### src/rtl/pb_bus_initiator.sv
// pb_bus_initiator: command-driven initiator for the 8-bit port bus.
// Accepts one register read or write command on a valid/ready channel and
// replays it on port_id/out_port/in_port with single-cycle strobes.
// Read data comes back on a valid/ready response channel.
// Optional feature: define PB_INIT_WRITE_RSP_EN to make writes return an
// acknowledge response carrying the written data.
// By default, writes are posted and produce no response.
module pb_bus_initiator #(
    parameter int READ_LAT = 1
) (
    input  logic       clk,
    input  logic       reset,
    input  logic       cmd_valid,
    output logic       cmd_ready,
    input  logic       cmd_write,
    input  logic [7:0] cmd_addr,
    input  logic [7:0] cmd_wdata,
    output logic       rsp_valid,
    input  logic       rsp_ready,
    output logic       rsp_write,
    output logic [7:0] rsp_data,
    output logic [7:0] port_id,
    output logic [7:0] out_port,
    input  logic [7:0] in_port,
    output logic       write_strobe,
    output logic       read_strobe,
    output logic       busy
);

    typedef enum logic [2:0] {
        IDLE    = 3'd0,
        SETUP   = 3'd1,
        WR_STB  = 3'd2,
        RD_WAIT = 3'd3,
        RESP    = 3'd4
    } state_t;

    // The read phase lasts READ_LAT cycles; the strobe fires when the counter hits 0.
    localparam logic [2:0] CNT_LOAD = 3'(READ_LAT - 1);

    state_t     state_q, state_d;
    logic [7:0] port_id_q, port_id_d;
    logic [7:0] out_port_q, out_port_d;
    logic       write_q, write_d;
    logic [2:0] cnt_q, cnt_d;
    logic [7:0] rsp_data_q, rsp_data_d;
`ifdef PB_INIT_WRITE_RSP_EN
    logic       rsp_write_q, rsp_write_d;
`endif

    // State and datapath registers; reset abandons any transaction in flight.
    always_ff @(posedge clk or posedge reset) begin
        if (reset) begin
            state_q     <= IDLE;
            port_id_q   <= 8'h00;
            out_port_q  <= 8'h00;
            write_q     <= 1'b0;
            cnt_q       <= 3'd0;
            rsp_data_q  <= 8'h00;
`ifdef PB_INIT_WRITE_RSP_EN
            rsp_write_q <= 1'b0;
`endif
        end else begin
            state_q     <= state_d;
            port_id_q   <= port_id_d;
            out_port_q  <= out_port_d;
            write_q     <= write_d;
            cnt_q       <= cnt_d;
            rsp_data_q  <= rsp_data_d;
`ifdef PB_INIT_WRITE_RSP_EN
            rsp_write_q <= rsp_write_d;
`endif
        end
    end

    // Next-state logic: command capture, bus sequencing and response hold.
    always_comb begin
        state_d     = state_q;
        port_id_d   = port_id_q;
        out_port_d  = out_port_q;
        write_d     = write_q;
        cnt_d       = cnt_q;
        rsp_data_d  = rsp_data_q;
`ifdef PB_INIT_WRITE_RSP_EN
        rsp_write_d = rsp_write_q;
`endif
        case (state_q)
            IDLE: begin
                if (cmd_valid) begin
                    // Address and data stay put after the transfer; only strobes qualify it.
                    port_id_d = cmd_addr;
                    if (cmd_write) begin
                        out_port_d = cmd_wdata;
                    end
                    write_d = cmd_write;
                    state_d = SETUP;
                end
            end
            SETUP: begin
                if (write_q) begin
                    state_d = WR_STB;
                end else begin
                    cnt_d   = CNT_LOAD;
                    state_d = RD_WAIT;
                end
            end
            WR_STB: begin
`ifdef PB_INIT_WRITE_RSP_EN
                rsp_data_d  = out_port_q;
                rsp_write_d = 1'b1;
                state_d     = RESP;
`else
                state_d     = IDLE;
`endif
            end
            RD_WAIT: begin
                if (cnt_q == 3'd0) begin
                    rsp_data_d  = in_port;
`ifdef PB_INIT_WRITE_RSP_EN
                    rsp_write_d = 1'b0;
`endif
                    state_d     = RESP;
                end else begin
                    cnt_d = cnt_q - 3'd1;
                end
            end
            RESP: begin
                if (rsp_ready) begin
                    state_d = IDLE;
                end
            end
            default: begin
                state_d = IDLE;
            end
        endcase
    end

    // Outputs are registers or pure state decodes, so strobes drop with reset.
    assign cmd_ready    = (state_q == IDLE) && !reset;
    assign busy         = (state_q != IDLE);
    assign write_strobe = (state_q == WR_STB);
    assign read_strobe  = (state_q == RD_WAIT) && (cnt_q == 3'd0);
    assign rsp_valid    = (state_q == RESP);
    assign rsp_data     = rsp_data_q;
    assign port_id      = port_id_q;
    assign out_port     = out_port_q;
`ifdef PB_INIT_WRITE_RSP_EN
    assign rsp_write    = rsp_write_q;
`else
    assign rsp_write    = 1'b0;
`endif

endmodule

### config.mk
export PLATFORM = sky130hd
export DESIGN_NAME = pb_bus_initiator
export DESIGN_NICKNAME = d
export VERILOG_FILES = /design/src/rtl/pb_bus_initiator.sv
export SDC_FILE = /design/constraint.sdc
export NUM_CORES = 1
export LEC_CHECK = 0
export ABC_CLOCK_PERIOD_IN_PS = 1700
export BUFFER_PORTS_ARGS = -buffer_cell sky130_fd_sc_hd__buf_4
export CELL_PAD_IN_SITES_DETAIL_PLACEMENT = 0
export CELL_PAD_IN_SITES_GLOBAL_PLACEMENT = 1
export CORE_MARGIN = 1
export CORE_UTILIZATION = 32
export DETAILED_ROUTE_END_ITERATION = 16
export GPL_ROUTABILITY_DRIVEN = 0
export PLACE_DENSITY_LB_ADDON = 0.1
export SYNTH_ARGS = -nofsm -noshare
export SYNTH_HDL_FRONTEND = slang
export SYNTH_SLANG_ARGS = --single-unit
### constraint.sdc
create_clock -name clk -period 1.7 [get_ports clk]
set_input_delay 0 -clock clk [delete_from_list [all_inputs] [get_ports clk]]
set_output_delay 0 -clock clk [all_outputs]
set_load 0.005 [all_outputs]
# == Word level (Yosys, flattened, before mapping) ==
# Cells that the tools add are included.
# word_totals
out_inout_bits,30
in_bits,29
latchBits,0
romBits,0
ff_bits,31
wordCells,36
n_memories,0
mem_bits_rw,0
# op_classes
n_addsub,1
n_eq_ne,9
reduce_logical,12
mul,0
n_shift,0
div_mod_pow,0
n_lt_le_gt_ge,0
mux,8
n_bitwise,0
# ops
cell,n
$mux W3,5
$pmux W3 S4,1
$reduce_and A3 Y1,3
$ne A2 B2 Y1 const B,4
$eq A3 B2 Y1 const B,2
$logic_not A3 Y1,2
$pmux W3 S2,1
$reduce_and A2 Y1,2
$eq A3 B1 Y1 const B,1
$eq A3 B3 Y1 const B,1
$reduce_bool A3 Y1,1
$sub A3 B1 Y3 const B,1
$logic_and A1 B1 Y1,2
$ne A2 B1 Y1 const B,1
$reduce_bool A2 Y1,1
$logic_not A1 Y1,1
$mux W1,1

# == Depth between registers and ports, before layout ==
# Gate-level depths: netlist (run 1).
# logic_depth
depth_word,3
ltp_mapped,6

# == Worst setup path after synthesis (run 1) ==
# OpenSTA, ideal clock, no wires.
# synth_timing
path_type,register to register
from,register cnt_q[0]
to,register rsp_data_q[0] (netlist: rsp_data[0])
setup_slack_ns,0.078
stages_incl_launch_ff,7
arrival_ns,1.498
t_required_ns,1.575
path_buffers,1
synth_period_minus_slack_ns,1.622
path_cell_list,dfrtp_1 > inv_1 > ha_1 > nor2b_2 > clkbuf_1 > nand4b_2 > mux2_2
# synth_via
elab_chain_cells,2
# synth_rtl
element,line,text
"start, declared",45,"logic [2:0] cnt_q, cnt_d;"
"start signal, assigned",68,cnt_q <= cnt_d;
$logic_not A3 Y1,117,if (cnt_q == 3'd0) begin
$reduce_and A2 Y1 (no source line),-,
"end signal, assigned",69,rsp_data_q <= rsp_data_d;
"end, declared",46,"logic [7:0] rsp_data_q, rsp_data_d;"
# Every way passes these cells.
# A chain may end at the register's enable or synchronous reset.

# == Final worst setup path (run 1) ==
# layout_timing
from,register cnt_q[0]
to,output port read_strobe
# layout_via
elab_chain_cells,2
# layout_rtl
element,line,text
$logic_not A3 Y1,142,assign read_strobe = (state_q == RD_WAIT) && (cnt_q == 3'd0);
$logic_and A1 B1 Y1,142,
"end, declared",26,"output logic read_strobe,"
# Every way passes these cells.

==> impl_metrics.csv, run 1 <==
group,metric,value,unit
pwr,p_switching,961,uW
timing,rsz0062_at_grt,"false",
hold_path,hold_depth,3,
floorplan,num_rows,23,
timing,period_needed,1.57,ns
timing,fin_ws,0.132,ns
setup_path,rr_worst_depth,5,
timing,fmax,638,MHz
run_status,outcome,"finished clean",
setup_path,start_kind,"register",
hold_path,hp-class,"input port to register",
pwr,internal-power,2.31,mW
synthesis,synthArstFlopShare,100,%
final_layout,drive_gt1_share,50.0,%
synthesis,ys_types,29,
setup_path,end_kind,"primary output",
synthesis,yosysSeqAreaShare,55.9,%
cts,ctsRootBufferMaster,"clkbuf_8",
detailed_routing,vias,1129,
floorplan,die-area,0.00461,mm^2
detailed_routing,routed_wl,3170,um
pwr,p_seq_share,38.9,%
grt,grt_pass1_wl,4900,um
setup_path,timing_worst_setup_path_type,"register to primary output",
synthesis,synth_cells,101,
cts,cts_tree,"done",
cts,cts.clk_slew.worst_paths,0.06,ns
timing,tns,0,ns
synthesis,syn_nets,132,
flow_run,maxCapViolCount,0,
setup_path,cp.arrival,1.57,ns
pwr,power_density,1470,mW/mm^2
cts,postCtsSetupRepairBufs,0,
detailed_routing,drt-vias-per-instance,4.67,
pwr,p_comb_share,44.6,%
synthesis,avgSynthCellArea,13.8,um^2
floorplan,die_h,67.9,um
pwr,pwr-share-clk,16.6,%
synthesis,ys_ff_latch,31,
setup_path,critPathMaxFanout,10,
detailed_routing,drt.antenna.violating_nets,0,
place,place_ws,0.0511,ns
grt,antenna_found_initial,0,
setup_path,crit_required,1.70,ns
final_layout,multiInputGateArea,562,um^2
timing,setup_viol,0,
grt,grt_max_degree,32,
pwr,p_leak,1.11,nW
pwr,peakVddDrop,0.000660,V
cts,clock_latency,0.28,ns
final_layout,diodes,0,
place,portBuffers,57,
timing,hold_viol_final,0,
detailed_routing,first_iter_violations,33,
final_layout,fillers,375,
final_layout,seqCellArea,776,um^2
synthesis,syn_area,0.00139,mm^2
grt,grt_overflow_total,0,
timing,clock_skew,0.00460,ns
cts,cts.path.max_buffers,2,
detailed_routing,wire_per_inst,13.1,um
floorplan,io_pins,59,
timing,final_max_slew_viol_count,0,
final_layout,fin_nets,222,
floorplan,core_area,0.00409,mm^2
timing,finalCritPeriodShare,92.3,%
floorplan,start_util,34.0,%
pwr,switching_share,29.4,%
final_layout,area_growth,60.5,%
cts,cts_buffers,5,
floorplan,die_x,67.9,um
pwr,p_total,3.27,mW
synthesis,yosys_warnings,0,
detailed_routing,drc,0,
cts,htree_levels,2,
synthesis,ys.flop_type,"dfrtp_1",
synthesis,synth_edf_count,0,
detailed_routing,drtPass1Iterations,4,
place,dp_hpwl,2170,um
grt,grt_pass1_vias,1102,
cts,cts_sinks,31,
grt,track_usage,14.9,%
## cells in the mapped netlist, drive strengths merged (2+ instances only)
master / number / area share, %
nor2: 2 / 0.54
dfrtp: 31 / 56
inv: 6 / 1.6
a21oi: 2 / 0.72
nor2b: 2 / 1.1
ha: 2 / 1.8
mux2: 24 / 22
buf: 3 / 2.2
nand2b: 2 / 0.90
o21ai: 5 / 1.8
clkbuf: 2 / 0.54
nand2: 4 / 2.3
nand3b: 2 / 1.1
nand3: 3 / 1.1
nor4b: 2 / 1.7
## sequential cells by signal, indices dropped and copies added (netlist names)
name      flops
write_q       1
state_q       3
out_port      8
rsp_data      8
port_id       8
cnt_q         3
## stage by stage
stage / instance area (um^2) / cells / utilization [%] / hold slack [ns]
after floorplan: 1390 / 101 / - / 0.0311
after global placement: 1880 / 208 / 46.0 / 0.119
after detailed placement: 1880 / 208 / 46.0 / 0.134
after CTS: 2220 / 242 / 54.3 / 0.0304
after global routing: 2230 / 242 / 54.6 / 0.0430
final: 2230 / 242 / 54.6 / 0.0354
## logic make-up after synthesis
kind of cell,after synthesis,synth area share (%)
other cells,1,0.270
simple gates,23,12.5
flops,31,55.9
buf+inv,11,4.32
fa+ha+maj,2,1.80
mux,24,21.6
compound gates,9,3.60
## critical path: stages (launching register included)
cell and delay, ns:
dfrtp_1 0.40, inv_1 0.09, ha_1 0.15, nor2b_2 0.22
nand4b_4 0.22, inv_1 0.10, buf_4 0.11
## timing repair
action,CTS,global route
endpoints found under the hold margin,56,0
resized for setup,0,1
hold buffers,26,0
setup endpoints to repair,0,9
## worst paths after layout
kind	start	endpoint	slack, ns
setup / recovery	cnt_q[0]$_DFFE_PP0P_	read_strobe	0.13
hold / removal	cmd_write	write_q$_DFFE_PP0P_	0.04
setup reg to reg	cnt_q[0]$_DFFE_PP0P_	rsp_data[7]$_DFFE_PP0P_	0.17
hold reg to reg	rsp_data[2]$_DFFE_PP0P_	rsp_data[2]$_DFFE_PP0P_	0.51
max in group asynchronous	reset	cnt_q[2]$_DFFE_PP0P_	1.03
min in group asynchronous	reset	rsp_data[7]$_DFFE_PP0P_	0.38
## layout make-up
class,instances,area share [%]
Tap cell,50,2.81
Clock inverter,1,0.224
Inverter,6,1.01
Timing Repair Buffer,88,32.5
Clock buffer,7,3.42
Sequential cell,31,34.8
Multi-Input combinational cell,59,25.2
## cell usage in the layout (no fill, tap or decap), types with 2 or more instances in the layout
cell,n
dlygate4sd3_1,26
a21oi_1,2
mux2_2,16
mux2_4,8
inv_1,6
nor2_1,2
clkbuf_8,5
nand3_1,3
ha_1,2
nand3b_1,2
nand2_1,3
o21ai_0,5
clkbuf_1,2
dfrtp_1,31
nand2b_1,2
buf_4,62
## power by group through the flow
| stage | Clock, mW | Combinational (mW) | Sequential (mW) |
|---|---|---|---|
| after global placement | 0 | 1.38 | 1.27 |
| final | 0.542 | 1.46 | 1.27 |
| after detailed placement | 0 | 1.42 | 1.29 |
| after floorplan | 0 | 0.704 | 1.28 |
| after global routing | 0.597 | 1.59 | 1.32 |
| after CTS | 0.560 | 1.46 | 1.28 |
## per-layer routing
| metal | share of wire (%) | track usage [%] | routed length [um] |
|---|---|---|---|
| met1 | 40 | 16.9 | 1260 |
| met2 | 54 | 25.2 | 1710 |
| met3 | 6.0 | 6.00 | 189 |
| met4 | 0.38 | 4.95 | 12 |
| met5 | 0 | 0 | 0 |
Power figures use the tool's default switching activity.
==> run 2: changes to the inputs <==
--- a/config.mk
+++ b/config.mk
@@ -5,12 +5,13 @@
 export SDC_FILE = /design/constraint.sdc
 export NUM_CORES = 1
 export LEC_CHECK = 0
+export ABC_AREA = 1
 export ABC_CLOCK_PERIOD_IN_PS = 1700
 export BUFFER_PORTS_ARGS = -buffer_cell sky130_fd_sc_hd__buf_4
 export CELL_PAD_IN_SITES_DETAIL_PLACEMENT = 0
 export CELL_PAD_IN_SITES_GLOBAL_PLACEMENT = 1
 export CORE_MARGIN = 1
-export CORE_UTILIZATION = 32
+export CORE_UTILIZATION = 30
 export DETAILED_ROUTE_END_ITERATION = 16
 export GPL_ROUTABILITY_DRIVEN = 0
 export PLACE_DENSITY_LB_ADDON = 0.1
==> run 2 against run 1 <==
Compared with the run above:
- via count rose by 13%
- synthesized area fell by 2.9%
- non-clock buffer count fell by 4
- clock power rose by 37%
- wire length rose by 0.41%
- sequential cell count did not move
- critical path type unchanged
- critical endpoint unchanged
- largest power group unchanged
==> impl_metrics.csv, run 2 <==
group,metric,value,unit
timing,setup_viol,0,
synthesis,ys_types,20,
floorplan,die-area,0.00477,mm^2
setup_path,cp.depth,7,
detailed_routing,drt.antenna.violating_nets,0,
final_layout,fin_nets,274,
timing,rsz0062_at_grt,"false",
cts,cts_buffers,5,
synthesis,synthArstFlopShare,100,%
place,dp_hpwl,2200,um
floorplan,io_pins,59,
grt,grt_pass1_vias,1311,
setup_path,crit_family,"buffers and inverters",
pwr,internal-power,2.22,mW
final_layout,drive_gt1_share,30.7,%
detailed_routing,vias,1277,
timing,fin_ws,0.271,ns
cts,cts.path.max_buffers,2,
hold_path,hold_depth,3,
setup_path,start_kind,"register",
floorplan,start_util,31.2,%
timing,fmax,700,MHz
synthesis,ys_ff_latch,31,
timing,final_max_slew_viol_count,0,
grt,grt_max_degree,32,
detailed_routing,drc,0,
pwr,p_leak,1.21,nW
grt,antenna_found_initial,0,
place,place_ws,0.351,ns
synthesis,yosys.area.top_type,"dfrtp_1",
synthesis,synth_edf_count,0,
grt,grt_overflow_total,0,
pwr,peakVddDrop,0.000672,V
setup_path,cp_common_cell,"inv_1",
pwr,p_seq_share,37.8,%
detailed_routing,first_iter_violations,24,
floorplan,die_x,69.1,um
grt,grt_pass1_wl,5640,um
timing,finalCritPeriodShare,84.1,%
setup_path,critPathSlowestCell,"dfrtp_1",
pwr,power_density,1510,mW/mm^2
cts,cts.clk_slew.worst_paths,0.07,ns
pwr,switching_share,32.9,%
synthesis,avgSynthCellArea,8.70,um^2
flow_run,maxCapViolCount,0,
final_layout,diodes,0,
cts,cts_tree,"done",
setup_path,timing_worst_setup_path_type,"register to primary output",
synthesis,syn_area,0.00135,mm^2
cts,clock_latency,0.28,ns
synthesis,synth_cells,155,
detailed_routing,drtPass1Iterations,4,
setup_path,path_cells,"inv_1 > ha_1 > nand2_1 > inv_1 > nand2_2 > clkinv_4 > buf_4",
synthesis,synth_top_area_share,57.5,%
setup_path,critPathMaxStageDelay,0.32,ns
floorplan,num_rows,24,
timing,period_needed,1.43,ns
place,portBuffers,57,
synthesis,yosysSeqAreaShare,57.5,%
floorplan,die_h,69.1,um
pwr,p_total,3.31,mW
cts,ctsRootBufferMaster,"clkbuf_8",
setup_path,path_buf_inv,4,
setup_path,crit_required,1.70,ns
cts,cts-resized-gates,0,
detailed_routing,routed_wl,3180,um
timing,hold_viol_final,0,
synthesis,yosysMostFrequentCell,"nand2_1",
timing,tns,0,ns
final_layout,fin_area,0.00220,mm^2
synthesis,synth.top_cells.by_count,"76 x nand2_1, 31 x dfrtp_1, 12 x inv_1, 10 x nand3_1, 4 x o21ai_0",
cts,cts_sinks,31,
final_layout,final_cell_mix,"76 x nand2_1, 59 x buf_4, 31 x dfrtp_1, 25 x dlygate4sd3_1, 12 x inv_1",
final_layout,area_growth,63.0,%
synthesis,ys.flop_type,"dfrtp_1",
pwr,p_switching,1.09,mW
pwr,pwr-share-clk,22.4,%
cts,htree_levels,2,
pwr,p_comb_share,39.8,%
place,dpl-instance-area,0.00183,mm^2
setup_path,rr_worst_depth,7,
setup_path,cp.arrival,1.43,ns
detailed_routing,wire_per_inst,10.8,um
hold_path,hp-class,"input port to register",
setup_path,critPathMaxFanout,10,
final_layout,mostFrequentLayoutCell,"nand2_1",
final_layout,fillers,420,
timing,clock_skew,0.00490,ns
run_status,outcome,"finished clean",
grt,track_usage,14.7,%
cts,postCtsSetupRepairBufs,0,
synthesis,syn_nets,186,
floorplan,core_area,0.00432,mm^2
synthesis,synth_area_leaders,"dfrtp_1 58%, nand2_1 21%, nand3_1 3.7%",
detailed_routing,drt-vias-per-instance,4.31,
setup_path,end_kind,"primary output",
synthesis,yosys_warnings,0,
run 2: final cells by class:
| cell class | instances | area, um^2 | share of cell area (%) |
|---|---|---|---|
| clock buffers | 6 | 82.6 | 3.76 |
| multi-input cells | 108 | 493 | 22.4 |
| well taps | 52 | 65.1 | 2.96 |
| repair buffers | 84 | 693 | 31.5 |
| clock inverters | 2 | 35.0 | 1.59 |
| flip-flops and latches | 31 | 776 | 35.3 |
| inverters | 13 | 53.8 | 2.45 |
run 2: power groups by stage:
stage / registers, mW / clock network [mW] / logic (mW)
after global placement: 1.26 / 0 / 1.28
final: 1.25 / 0.741 / 1.32
after floorplan: 1.26 / 0 / 0.618
after detailed placement: 1.27 / 0 / 1.30
after global routing: 1.30 / 0.801 / 1.50
after CTS: 1.26 / 0.775 / 1.34
run 2: metrics by stage:
stage	util [%]	hold WS [ns]	instances
2_1_floorplan	-	0.0311	155
3_3_place_gp	42.3	0.122	263
3_5_place_dp	42.3	0.129	263
4_1_cts	50.8	0.0218	296
5_1_grt	50.8	0.0372	296
6_report	50.8	0.0335	296
run 2: path summary, 6_finish.rpt:
| kind | from | endpoint | slack, ns |
|---|---|---|---|
| worst max-delay path | cnt_q[0]$_DFFE_PP0P_ | read_strobe | 0.27 |
| worst min-delay path | cmd_write | out_port[0]$_DFFE_PP0P_ | 0.03 |
| worst max register to register | cnt_q[0]$_DFFE_PP0P_ | state_q[2]$_DFFE_PP0P_ | 0.36 |
| worst min register to register | port_id[4]$_DFFE_PP0P_ | port_id[4]$_DFFE_PP0P_ | 0.47 |
| max in group asynchronous | reset | write_q$_DFFE_PP0P_ | 1.03 |
| min in group asynchronous | reset | port_id[6]$_DFFE_PP0P_ | 0.38 |
run 2: worst reg2reg max path: cells and delay by family (launching register included):
kind,cells,cell delay (ns)
adders and majority gates,1,0.19
buffers and inverters,3,0.24
DFF,1,0.32
and+or+nand+nor,3,0.48
run 2: what timing repair did:
item                                   CTS  global route
endpoints found under the hold margin   55             0
setup endpoints to repair                0             0
hold buffers                            25             0
run 2: cell families after synthesis:
kind of cell    synth area share (%)
fa+ha+maj                       1.85
compound gates                  1.48
flops                           57.5
buf+inv                         5.94
simple gates                    32.3
xor+xnor                       0.649
other cells                    0.278
run 2: routing by layer:
layer  track usage, %  wire [um]  vias to the layer above  part of all wire [%]
met4             4.99         11                        0                  0.35
li1                 -          -                      645                     -
met5                0          0                        -                     0
met3             4.24        152                        2                   4.8
met2             25.9       1630                       36                    51
met1             16.9       1390                      594                    44
==> run 3: changes to the inputs <==
--- a/config.mk
+++ b/config.mk
@@ -6,7 +6,7 @@
 export NUM_CORES = 1
 export LEC_CHECK = 0
 export ABC_AREA = 1
-export ABC_CLOCK_PERIOD_IN_PS = 1700
+export ABC_CLOCK_PERIOD_IN_PS = 1300
 export BUFFER_PORTS_ARGS = -buffer_cell sky130_fd_sc_hd__buf_4
 export CELL_PAD_IN_SITES_DETAIL_PLACEMENT = 0
 export CELL_PAD_IN_SITES_GLOBAL_PLACEMENT = 1
==> constraint.sdc (replaced) <==
create_clock -name clk -period 1.3 [get_ports clk]
set_input_delay 0 -clock clk [delete_from_list [all_inputs] [get_ports clk]]
set_output_delay 0 -clock clk [all_outputs]
set_load 0.005 [all_outputs]
==> run 3 against run 2 <==
Compared with the run above:
- total power is 31% higher
- final area up 3.0%
- sequential power rose by 32%
==> impl_metrics.csv, run 3 (synthesis results as in run 2) <==
group,metric,value,unit
floorplan,die_h,69.1,um
detailed_routing,drt-vias-per-instance,4.28,
timing,hold_viol_final,0,
timing,tns,0,ns
cts,cts_tree,"done",
setup_path,crit_family,"simple AND/OR/NAND/NOR gates",
grt,track_usage,14.9,%
cts,ctsRootBufferMaster,"clkbuf_8",
pwr,power_density,1910,mW/mm^2
final_layout,diodes,0,
detailed_routing,drt.antenna.violating_nets,0,
flow_run,maxCapViolCount,0,
cts,cts.path.max_buffers,2,
grt,antenna_found_initial,0,
setup_path,timing_worst_setup_path_type,"register to register",
timing,rsz0062_at_grt,"true",
pwr,switching_share,34.1,%
setup_path,critPathMaxFanout,8,
setup_path,cp.arrival,1.45,ns
place,dp_hpwl,2200,um
final_layout,area_growth,67.8,%
floorplan,die_x,69.1,um
setup_path,start_kind,"register",
pwr,p_seq_share,38.1,%
cts,cts_sinks,31,
pwr,p_switching,1.48,mW
timing,clock_skew,0.00755,ns
pwr,p_comb_share,44.6,%
setup_path,crit_required,1.47,ns
setup_path,path_cells,"nor2_4 > nand2_4 > nor2_8 > clkinvlp_4 > nand2_1 > nand2_1",
setup_path,cp.depth,6,
detailed_routing,wire_per_inst,10.9,um
timing,whs,0.0415,ns
cts,cts_buffers,5,
cts,clock_latency,0.28,ns
final_layout,mostFrequentLayoutCell,"nand2_1",
grt,grtUsageMet1,17.3,%
final_layout,drive_gt1_share,35.6,%
timing,finalCritPeriodShare,98.7,%
setup_path,end_kind,"register",
setup_path,reg2reg_setup_slack,0.02,ns
grt,use_met2,25.2,%
floorplan,die-area,0.00477,mm^2
floorplan,num_rows,24,
setup_path,rr_worst_depth,6,
pwr,internal-power,2.85,mW
place,place_ws,0.0284,ns
cts,htree_levels,2,
hold_path,hold_depth,3,
pwr,p_total,4.32,mW
final_layout,fin_area,0.00226,mm^2
timing,setup_viol,0,
grt,grt_overflow_total,0,
final_layout,instances_no_fill,305,
final_layout,fin_nets,284,
grt,grt_pass1_wl,5640,um
cts,cts.clk_slew.worst_paths,0.06,ns
setup_path,critPathMaxStageDelay,0.44,ns
detailed_routing,vias,1304,
timing,final_max_slew_viol_count,0,
setup_path,critPathSlowestCell,"dfrtp_2",
grt,grtUsageMet3,5.26,%
hold_path,hp-class,"input port to register",
run_status,outcome,"finished clean",
grt,grt_max_degree,32,
place,dp.cells,266,
timing,fmax,780,MHz
setup_path,crit_path_end,"port_id[6]$_DFFE_PP0P_",
setup_path,cp_common_cell,"nand2_1",
detailed_routing,drc,0,
floorplan,core_area,0.00432,mm^2
setup_path,worst_r2r_endpoint,"port_id[6]$_DFFE_PP0P_",
pwr,peakVddDrop,0.000808,V
floorplan,io_pins,59,
final_layout,final_util,52.3,%
floorplan,start_util,31.2,%
detailed_routing,drtPass1Iterations,4,
grt,grt_pass1_vias,1250,
pwr,pwr-share-clk,17.3,%
grt,grt.busiest_layer,"met2",
setup_path,path_buf_inv,1,
detailed_routing,first_iter_violations,28,
timing,fin_ws,0.0175,ns
setup_path,crit_path_start,"state_q[1]$_DFFE_PP0P_",
place,portBuffers,57,
detailed_routing,routed_wl,3330,um
setup_path,rr_startpoint,"state_q[1]$_DFFE_PP0P_",
final_layout,final_cell_mix,"74 x nand2_1, 68 x buf_4, 29 x dfrtp_1, 25 x dlygate4sd3_1",
timing,period_needed,1.28,ns
pwr,p_leak,1.25,nW
place,dpl-instance-area,0.00185,mm^2
[run 3: cell types whose count changed in the layout (fill, tap and decap cells not counted), moves of 2 or more]
| cell | delta |
|---|---|
| buf_4 | +9 |
| dfrtp_1 | -2 |
| dfrtp_2 | +2 |
| inv_1 | -2 |
| nand2_1 | -2 |
[run 3: timing repair]
item,in CTS,in global routing
hold endpoints to repair,55,0
endpoints found under the setup margin,1,28
setup buffers,2,5
resized for setup,0,9
hold buffers,25,0
pin swaps,0,2
[run 3: layout make-up]
cell class                 instances  area, um^2
clock buffer                       6        82.6
fill                             420        2060
timing repair buffer              94         772
inverter                          13        57.6
multi-input combinational        108         503
tap                               52        65.1
clock inverter                     1        5.00
sequential                        31         778
[run 3: layer usage]
metal,up-vias,share of wire [%]
met3,6,4.9
li1,661,-
met2,35,51
met1,602,42
met4,0,1.6
met5,-,0
[run 3: worst reg2reg max path: cells and delay by family, from the launching register on]
family,cells,cell delay [ns]
flops,1,0.44
simple gates,5,0.55
buf+inv,1,0.19
[run 3: worst min path at each step]
stage	from	endpoint	slack [ns]
6_report	cmd_write	out_port[5]$_DFFE_PP0P_	0.04
5_1_grt	cmd_write	out_port[0]$_DFFE_PP0P_	0.04
4_1_cts	cmd_write	out_port[5]$_DFFE_PP0P_	0.03
3_5_place_dp	reset	state_q[1]$_DFFE_PP0P_	0.13
3_3_place_gp	reset	state_q[1]$_DFFE_PP0P_	0.12
2_1_floorplan	reset	cmd_ready	0.03
[run 3: power groups by stage]
| stage | Clock [mW] | Sequential (mW) | Combinational [mW] |
|---|---|---|---|
| after floorplan | 0 | 1.65 | 0.809 |
| after global placement | 0 | 1.63 | 1.71 |
| after detailed placement | 0 | 1.64 | 1.74 |
| after CTS | 0.786 | 1.64 | 1.83 |
| after global routing | 0.827 | 1.70 | 2.14 |
| final | 0.747 | 1.65 | 1.93 |
